--- config.mk ---
export PLATFORM = sky130hd
export DESIGN_NAME = pipe_stage_reg_flat
export DESIGN_NICKNAME = d
export VERILOG_FILES = /design/src/rtl/pipe_stage_reg_pkg.sv /design/src/rtl/pipe_stage_reg_if.sv /design/src/rtl/pipe_stage_reg_slot.sv /design/src/rtl/pipe_stage_reg.sv /design/src/flat_wrapper.sv
export SDC_FILE = /design/constraint.sdc
export NUM_CORES = 1
export LEC_CHECK = 0
export CORE_AREA = 2 2 135 137
export CTS_BUF_LIST = sky130_fd_sc_hd__clkbuf_8
export CTS_CLUSTER_SIZE = 30
export DETAILED_ROUTE_END_ITERATION = 10
export DIE_AREA = 0 0 137 139
export HOLD_SLACK_MARGIN = 0.15
export PLACE_DENSITY = 0.84
export SLEW_MARGIN = 30
export SYNTH_ARGS = -nofsm -noshare
export SYNTH_HDL_FRONTEND = slang
export SYNTH_SLANG_ARGS = --single-unit
--- constraint.sdc ---
create_clock -name clk -period 2.9 [get_ports clk]
set_input_delay 0.87 -clock clk [delete_from_list [all_inputs] [get_ports clk]]
set_output_delay 0.87 -clock clk [all_outputs]
set_load 0.01 [all_outputs]
--- src/rtl/pipe_stage_reg_pkg.sv ---
// Shared definitions for the elastic pipeline register: width helper and the
// ID/EXE control bundle layout carried in the ctrl field.
package pipe_stage_reg_pkg;

  // Bits needed to count 0..value-1; used to size the occupancy counter.
  function automatic int pipe_clog2(input int value);
    int result;
    result = 0;
    while ((1 << result) < value) result++;
    return result;
  endfunction

  // ID/EXE control bundle, MSB first: alu_op[9:4], data_wr[3], wr_en[2], sel_data[1:0].
  typedef struct packed {
    logic [5:0] alu_op;
    logic       data_wr;
    logic       wr_en;
    logic [1:0] sel_data;
  } id_exe_ctrl_t;

  localparam int ID_EXE_CTRL_W    = $bits(id_exe_ctrl_t);
  localparam int SEL_DATA_LSB     = 0;
  localparam int WR_EN_BIT        = 2;
  localparam int DATA_WR_BIT      = 3;
  localparam int ALU_OP_LSB       = 4;

  localparam id_exe_ctrl_t PIPE_CTRL_NOP = '0;

endpackage

--- src/rtl/pipe_stage_reg_if.sv ---
// Handshake bundle between an upstream stage, the pipeline register and the
// downstream stage; master drives the stage inputs, slave is the register.
interface pipe_stage_reg_if
  import pipe_stage_reg_pkg::*;
#(
  parameter int DATA_W = 160,
  parameter int CTRL_W = 10,
  parameter int DEPTH  = 1
);
  localparam int OCC_W = pipe_clog2(DEPTH + 1);

  logic              in_valid;
  logic              in_ready;
  logic [DATA_W-1:0] in_data;
  logic [CTRL_W-1:0] in_ctrl;
  logic              out_valid;
  logic              out_ready;
  logic [DATA_W-1:0] out_data;
  logic [CTRL_W-1:0] out_ctrl;
  logic              flush;
  logic [OCC_W-1:0]  occupancy;

  modport master (
    output in_valid, in_data, in_ctrl, out_ready, flush,
    input  in_ready, out_valid, out_data, out_ctrl, occupancy
  );

  modport slave (
    input  in_valid, in_data, in_ctrl, out_ready, flush,
    output in_ready, out_valid, out_data, out_ctrl, occupancy
  );

endinterface

--- src/rtl/pipe_stage_reg_slot.sv ---
// One slot of the elastic chain: valid bit, datapath and control registers,
// loading from the predecessor whenever the slot is allowed to advance.
module pipe_stage_reg_slot #(
  parameter int DATA_W = 160,
  parameter int CTRL_W = 10
) (
  input  logic              clk,
  input  logic              rst,
  input  logic              i_flush,
  input  logic              i_adv,
  input  logic              i_prev_v,
  input  logic [DATA_W-1:0] i_prev_d,
  input  logic [CTRL_W-1:0] i_prev_c,
  output logic              o_v,
  output logic [DATA_W-1:0] o_d,
  output logic [CTRL_W-1:0] o_c
);

  logic              r_v;
  logic [DATA_W-1:0] r_d;
  logic [CTRL_W-1:0] r_c;
  logic              w_load_v;

  // A flushed beat enters as a bubble, so its control is forced to NOP.
  assign w_load_v = i_prev_v & ~i_flush;

  // NOTE: sequential state uses non-blocking assignments only, so every slot
  // samples its predecessor's pre-edge value and the chain shifts by one.
  always_ff @(posedge clk) begin
    if (rst) begin
      // NOTE: the datapath register is reset too, because out_data must read 0
      // straight after reset; it is a handful of flops, not a RAM.
      r_v <= 1'b0;
      r_d <= '0;
      r_c <= '0;
    end else if (i_adv) begin
      r_v <= w_load_v;
      r_d <= i_prev_d;
      r_c <= w_load_v ? i_prev_c : '0;
    end else if (i_flush) begin
      r_v <= 1'b0;
      r_c <= '0;
    end
  end

  assign o_v = r_v;
  assign o_d = r_d;
  assign o_c = r_c;

endmodule

--- src/rtl/pipe_stage_reg.sv ---
// Elastic pipeline register of DEPTH slots with valid/ready backpressure,
// bubble collapse, flush-to-NOP and an occupancy counter.
module pipe_stage_reg
  import pipe_stage_reg_pkg::*;
#(
  parameter int DATA_W = 160,
  parameter int CTRL_W = 10,
  parameter int DEPTH  = 1
) (
  input  logic              clk,
  input  logic              rst,
  pipe_stage_reg_if.slave   bus
);

  localparam int OCC_W = pipe_clog2(DEPTH + 1);

  logic [DEPTH-1:0]  w_v;
  logic [DEPTH-1:0]  w_adv;
  logic [DEPTH-1:0]  w_prev_v;
  logic [DATA_W-1:0] w_d      [DEPTH];
  logic [CTRL_W-1:0] w_c      [DEPTH];
  logic [DATA_W-1:0] w_prev_d [DEPTH];
  logic [CTRL_W-1:0] w_prev_c [DEPTH];
  logic              w_run;
  logic              w_in_fire;
  logic              w_out_fire;
  logic [OCC_W-1:0]  r_occ;

  // A slot may advance if it is empty or everything downstream advances;
  // the running OR lets beats collapse into any bubble ahead of them.
  always_comb begin
    // NOTE: every variable assigned here gets a value before any branch or
    // loop so that no path leaves it holding state (no inferred latch).
    w_run = bus.out_ready;
    w_adv = '0;
    for (int i = DEPTH - 1; i >= 0; i--) begin
      w_run    = ~w_v[i] | w_run;
      w_adv[i] = w_run;
    end
  end

  always_comb begin
    w_prev_v    = '0;
    w_prev_v[0] = bus.in_valid;
    w_prev_d[0] = bus.in_data;
    w_prev_c[0] = bus.in_ctrl;
    for (int i = 1; i < DEPTH; i++) begin
      w_prev_v[i] = w_v[i-1];
      w_prev_d[i] = w_d[i-1];
      w_prev_c[i] = w_c[i-1];
    end
  end

  for (genvar gi = 0; gi < DEPTH; gi++) begin : g_slot
    pipe_stage_reg_slot #(
      .DATA_W(DATA_W),
      .CTRL_W(CTRL_W)
    ) u_slot (
      .clk      (clk),
      .rst      (rst),
      .i_flush  (bus.flush),
      .i_adv    (w_adv[gi]),
      .i_prev_v (w_prev_v[gi]),
      .i_prev_d (w_prev_d[gi]),
      .i_prev_c (w_prev_c[gi]),
      .o_v      (w_v[gi]),
      .o_d      (w_d[gi]),
      .o_c      (w_c[gi])
    );
  end

  assign w_in_fire  = bus.in_valid & w_adv[0];
  assign w_out_fire = w_v[DEPTH-1] & bus.out_ready;

  // A flush empties every slot, so the count restarts from zero.
  always_ff @(posedge clk) begin
    if (rst) begin
      r_occ <= '0;
    end else if (bus.flush) begin
      r_occ <= '0;
    end else begin
      r_occ <= r_occ + OCC_W'(w_in_fire) - OCC_W'(w_out_fire);
    end
  end

  assign bus.in_ready  = w_adv[0];
  assign bus.out_valid = w_v[DEPTH-1];
  assign bus.out_data  = w_d[DEPTH-1];
  assign bus.out_ctrl  = w_c[DEPTH-1];
  assign bus.occupancy = r_occ;

endmodule

--- src/flat_wrapper.sv ---
// flat-port wrapper written by rule: the top's interface ports become plain ports
module pipe_stage_reg_flat import pipe_stage_reg_pkg::*;
#(
  parameter int DATA_W = 160,
  parameter int CTRL_W = 10,
  parameter int DEPTH  = 1
)
  (clk, rst, bus_in_valid, bus_in_data, bus_in_ctrl, bus_out_ready, bus_flush, bus_in_ready, bus_out_valid, bus_out_data, bus_out_ctrl, bus_occupancy);
  pipe_stage_reg_if #(.DATA_W(DATA_W), .CTRL_W(CTRL_W), .DEPTH(DEPTH)) bus_i ();
  input  logic clk;
  input  logic rst;
  input wire logic [$bits(bus_i.in_valid)-1:0] bus_in_valid;
  input wire logic [$bits(bus_i.in_data)-1:0] bus_in_data;
  input wire logic [$bits(bus_i.in_ctrl)-1:0] bus_in_ctrl;
  input wire logic [$bits(bus_i.out_ready)-1:0] bus_out_ready;
  input wire logic [$bits(bus_i.flush)-1:0] bus_flush;
  output wire logic [$bits(bus_i.in_ready)-1:0] bus_in_ready;
  output wire logic [$bits(bus_i.out_valid)-1:0] bus_out_valid;
  output wire logic [$bits(bus_i.out_data)-1:0] bus_out_data;
  output wire logic [$bits(bus_i.out_ctrl)-1:0] bus_out_ctrl;
  output wire logic [$bits(bus_i.occupancy)-1:0] bus_occupancy;
  assign bus_i.in_valid = bus_in_valid;
  assign bus_i.in_data = bus_in_data;
  assign bus_i.in_ctrl = bus_in_ctrl;
  assign bus_i.out_ready = bus_out_ready;
  assign bus_i.flush = bus_flush;
  assign bus_in_ready = bus_i.in_ready;
  assign bus_out_valid = bus_i.out_valid;
  assign bus_out_data = bus_i.out_data;
  assign bus_out_ctrl = bus_i.out_ctrl;
  assign bus_occupancy = bus_i.occupancy;
  pipe_stage_reg #(.DATA_W(DATA_W), .CTRL_W(CTRL_W), .DEPTH(DEPTH)) u_core (.clk(clk), .rst(rst), .bus(bus_i));
endmodule
# ---- Word level (Yosys, flattened, before mapping)
# Cells that the tools add are included.
dict set report totals {
  regBits 172
  input_bits 175
  word_cells 19
}
dict set report classes {
  n_addsub 2
  mux 5
  bitwise 6
  reduce_logical 2
}
# cell count
set op_table {}
lappend op_table {{$mux 10} 3}
lappend op_table {{$and 1x1->1} 3}
lappend op_table {{$mux 1} 2}
lappend op_table {{$not 1->1} 2}
lappend op_table {{$reduce_bool 2->1} 1}
lappend op_table {{$reduce_or 2->1} 1}
lappend op_table {{$add 1x1->1} 1}
lappend op_table {{$or 1x1->1} 1}
lappend op_table {{$sub 1x1->1} 1}

# ---- Logic depth before layout (Yosys ltp)
dict set report depth {
  ltp_word 5
  mapped_depth 7
  ltp_nobuf 4
}

# ---- Modules after synthesis
# A second synthesis with hierarchy kept.
dict set report unflattened {
  hier_cells 571
  hier_area_um2 6139.6
}
# module n_inst cells_per_inst area_per_inst_um2
set by_module_without_submodules {}
lappend by_module_without_submodules {pipe_stage_reg_slot 1 564 6070.8}
lappend by_module_without_submodules {pipe_stage_reg 1 7 68.8}

# ---- Worst setup path after synthesis
# No wires, ideal clock.
dict set report synth_path {
  kind {input-to-output}
  start {input port bus_out_ready}
  end {output port bus_in_ready}
  t_arrival_ns 1.298
  path_slack_ns 0.732
  cell_stages 4
  n_path_buf 2
  path_cell_list {nor2b_4 > buf_6 > inv_4 > buf_2}
}
dict set report synth_via {
  elab_chain_cells 1
}
# element line
set synth_lines {}
lappend synth_lines {{from (decl)} flat_wrapper.sv:15} ;# input wire logic [$bits(bus_i.out_ready)-1:0] bus_out_ready;
lappend synth_lines {{$or 1x1->1} pipe_stage_reg.sv:37} ;# w_run = ~w_v[i] | w_run;
lappend synth_lines {{to (decl)} flat_wrapper.sv:17} ;# output wire logic [$bits(bus_i.in_ready)-1:0] bus_in_ready;
# Every way passes these cells.

# ---- Worst setup path after layout
# Ends and elaborated chain as after synthesis.

==> impl_metrics.env <==
export IMPL_cts_sinks=172
export IMPL_yosys_top_cells_count="nand2_1 (330), dfxtp_1 (172), a21oi_1 (140)"
export IMPL_viasPerCell=4.63
export IMPL_fin_worst_skew_ns=0.00958
export IMPL_wl_um=18900
export IMPL_htreeDepth=4
export IMPL_synth_area_leaders="dfxtp_1 (56%), nand2_1 (20%), a21oi_1 (11%), a21oi_2 (4.3%), buf_2 (2.1%)"
export IMPL_critical_path_max_fanout=3
export IMPL_post_cts_buffers=0
export IMPL_muxShareOfSynthArea_pct=0
export IMPL_regToRegSetupSlack_ns=1.06
export IMPL_cts_root_buffer="clkbuf_8"
export IMPL_antenna_found_initial=0
export IMPL_placed_area_um2=9610
export IMPL_synth_compound_area_share_pct=15.8
export IMPL_antenna_left=0
export IMPL_cts_tree="done"
export IMPL_crit_required_ns=2.03
export IMPL_netlist_area_leader_share_pct=56.1
export IMPL_synth_main_ff_cell="dfxtp_1"
export IMPL_dpl_hpwl_um=13000
export IMPL_grt_max_degree=169
export IMPL_crit_slowest_cell="clkdlybuf4s50_1"
export IMPL_path_delay_family="buffers and inverters"
export IMPL_worstSkewPairLatency_ns=0.44
export IMPL_io_buffers=347
export IMPL_cellPowerDensity_nw_per_um2=509
export IMPL_dieArea_um2=19000
export IMPL_multi_input_area_um2=2310
export IMPL_drc_errors=0
export IMPL_fin_nets=1241
export IMPL_ys_ff_latch=172
export IMPL_worstMarginPinSlew_ns=0.922
export IMPL_clk_pin_slew_worst_paths_ns=0.08
export IMPL_syn_to_final_growth_pct=62.7
export IMPL_synth_top_family_by_area="simple AND/OR/NAND/NOR gates"
export IMPL_dr_pass1_iters=4
export IMPL_r2r_end="u_core.g_slot[0].u_slot.o_d[115]"
export IMPL_grt_usage_pct=19.4
export IMPL_synthCells=749
export IMPL_yosysSeqAreaShare_pct=56.1
export IMPL_instances_no_fill=1308
export IMPL_clock_path_buffers=2
export IMPL_gp_congestion=0.785
export IMPL_fill_cells=1589
export IMPL_cts_buffers=17
export IMPL_synth_edff_count=0
export IMPL_grt_ovfl_total=0
export IMPL_hold_viol=0
export IMPL_die_h_um=139
export IMPL_synth_top_area_cell="dfxtp_1"
export IMPL_drtIter0Drc=218
export IMPL_grt_pass1_vias=6047
export IMPL_coreArea_um2=17700
export IMPL_crit_arrival_ns=1.82
export IMPL_drive_above_1_share_pct=6.67
export IMPL_setup_worst_path_class="input pin to output pin"
export IMPL_yosysMostFrequentCell="nand2_1"
export IMPL_synth_avg_cell_area_um2=8.20
export IMPL_routedWlPerCell_um=14.4
export IMPL_hold_end="u_core.g_slot[0].u_slot.o_d[32]"
export IMPL_drv_cap=0
export IMPL_fin_ws_ns=0.213
export IMPL_critPathCaptureType="output pin"
export IMPL_rows=49
export IMPL_synth_fa_ha_area_share_pct=0
export IMPL_crit_path_start_kind="input pin"
export IMPL_hold_path_class="register to register"
export IMPL_min_period_ns=2.69
export IMPL_max_freq_mhz=372
export IMPL_grt_first_pass_wirelength_um=29700
export IMPL_crit_chain="clkdlybuf4s50_1 -> nor2b_4 -> inv_4 -> dlygate4sd2_1"
export IMPL_seqCellArea_um2=3440
export IMPL_n_antenna_cell=0
export IMPL_slowest_delay_ns=0.46
export IMPL_status="finished, final reports clean"
export IMPL_setup_violations=0
export IMPL_ir_drop_mv=0.289
export IMPL_path_buf_inv=3
export IMPL_hold_depth=2
export IMPL_ys_warn_count=0
export IMPL_die_w_um=137
export IMPL_holdWs_ns=0.452
export IMPL_syn_num_nets=924
export IMPL_vias=6050
export IMPL_dp_cells=1276
export IMPL_p_leak_nw=3.95
export IMPL_io_pins=348
export IMPL_synth_area_um2=6140
export IMPL_synth_simple_area_share_pct=21.9
export IMPL_min_period_over_period_pct=92.6
export IMPL_rsz0062_at_grt="no"
export IMPL_worstReg2RegStart="u_core.g_slot[0].u_slot.o_v"
export IMPL_drv_slew=0
export IMPL_min_from="u_core.g_slot[0].u_slot.o_d[32]"
export IMPL_pre_cts_slack_ns=-0.0124
export IMPL_finalInstanceArea_um2=9990
export IMPL_reg2reg_depth=5
export IMPL_synth_xor_area_share_pct=0
export IMPL_start_util_pct=34.8
export IMPL_synth_cell_types=21
export IMPL_maxSlewHeadroom_pct=38.5
export IMPL_ys_async_sr_fraction_pct=0
==> registers in the layout (all words and copies together), names as in the netlist <==
signal and flops:
u_core.g_slot.u_slot.o_d 160, u_core.g_slot.u_slot.o_v 1, u_core.g_slot.u_slot.o_c 10, u_core.bus.occupancy 1
==> power by group <==
group,leakage [nW],internal [mW],switching [mW]
Clock,0.195,0.725,0.948
Combinational,2.32,0.513,0.330
Sequential,1.43,2.50,0.0680
Total,3.95,3.74,1.35
==> area by class of cell <==
cell class / count / area share [%]
tap: 229 / 2.87
multi-input combinational: 519 / 23.1
clock buffer: 18 / 2.48
clock inverter: 14 / 1.38
inverter: 1 / 0.0626
timing repair buffer: 355 / 35.6
sequential: 172 / 34.5
==> worst reg2reg max path, delay by kind of cell, from the launching register on <==
family,cells,cell delay (ns)
buf+inv,2,0.79
simple gates,2,0.41
flops,1,0.40
compound gates,1,0.16
==> metrics by stage <==
stage / util, % / TNS (ns) / power [mW]
floorplan: - / 0 / 2.92
CTS: 56.6 / 0 / 5.15
detailed placement: 54.4 / -0.0124 / 3.47
global route: 56.6 / 0 / 5.32
global placement: 54.4 / 0 / 3.46
finish: 56.6 / 0 / 5.08
==> routing by layer <==
layer	track usage (%)	routed length [um]	vias to the layer above
met5	0	0	-
li1	-	-	3026
met1	20.9	7130	2726
met2	33.1	9130	260
met4	7.81	520	0
met3	8.48	2080	38
==> worst max path at each step <==
stage          cells after the start          start  slack [ns]      endpoint
6_report                           4  bus_out_ready        0.21  bus_in_ready
5_1_grt                            4  bus_out_ready        0.19  bus_in_ready
4_1_cts                            4  bus_out_ready        0.22  bus_in_ready
3_5_place_dp                       4  bus_out_ready       -0.01  bus_in_ready
3_3_place_gp                       4  bus_out_ready        0.01  bus_in_ready
2_1_floorplan                      4  bus_out_ready        0.73  bus_in_ready
==> placed cells by master, fill, tap and decap left out, types with 2 or more instances in the layout <==
cell type	Yosys	final
inv_6	0	3
a21oi_1	140	140
clkinv_4	0	2
nor2_1	2	2
inv_1	0	2
clkinvlp_4	0	3
dfxtp_1	172	172
buf_4	1	6
nand2_1	330	330
a21oi_2	30	30
clkdlybuf4s50_1	0	345
buf_12	1	2
clkbuf_8	0	18
inv_8	0	3
nand3_1	10	10
==> timing repair <==
item	4_1_cts	5_1_grt
hold buffers	0	0
gates resized for setup	1	0
hold endpoints to repair	0	0
setup endpoints to repair	1	0
==> logic make-up after synthesis <==
| group | count (synthesis) |
|---|---|
| AO/OA/AOI/OAI | 171 |
| buffers and inverters | 58 |
| flip-flops | 172 |
| AND/OR/NAND/NOR | 348 |
No activity file was read; power rests on OpenSTA's default activity.
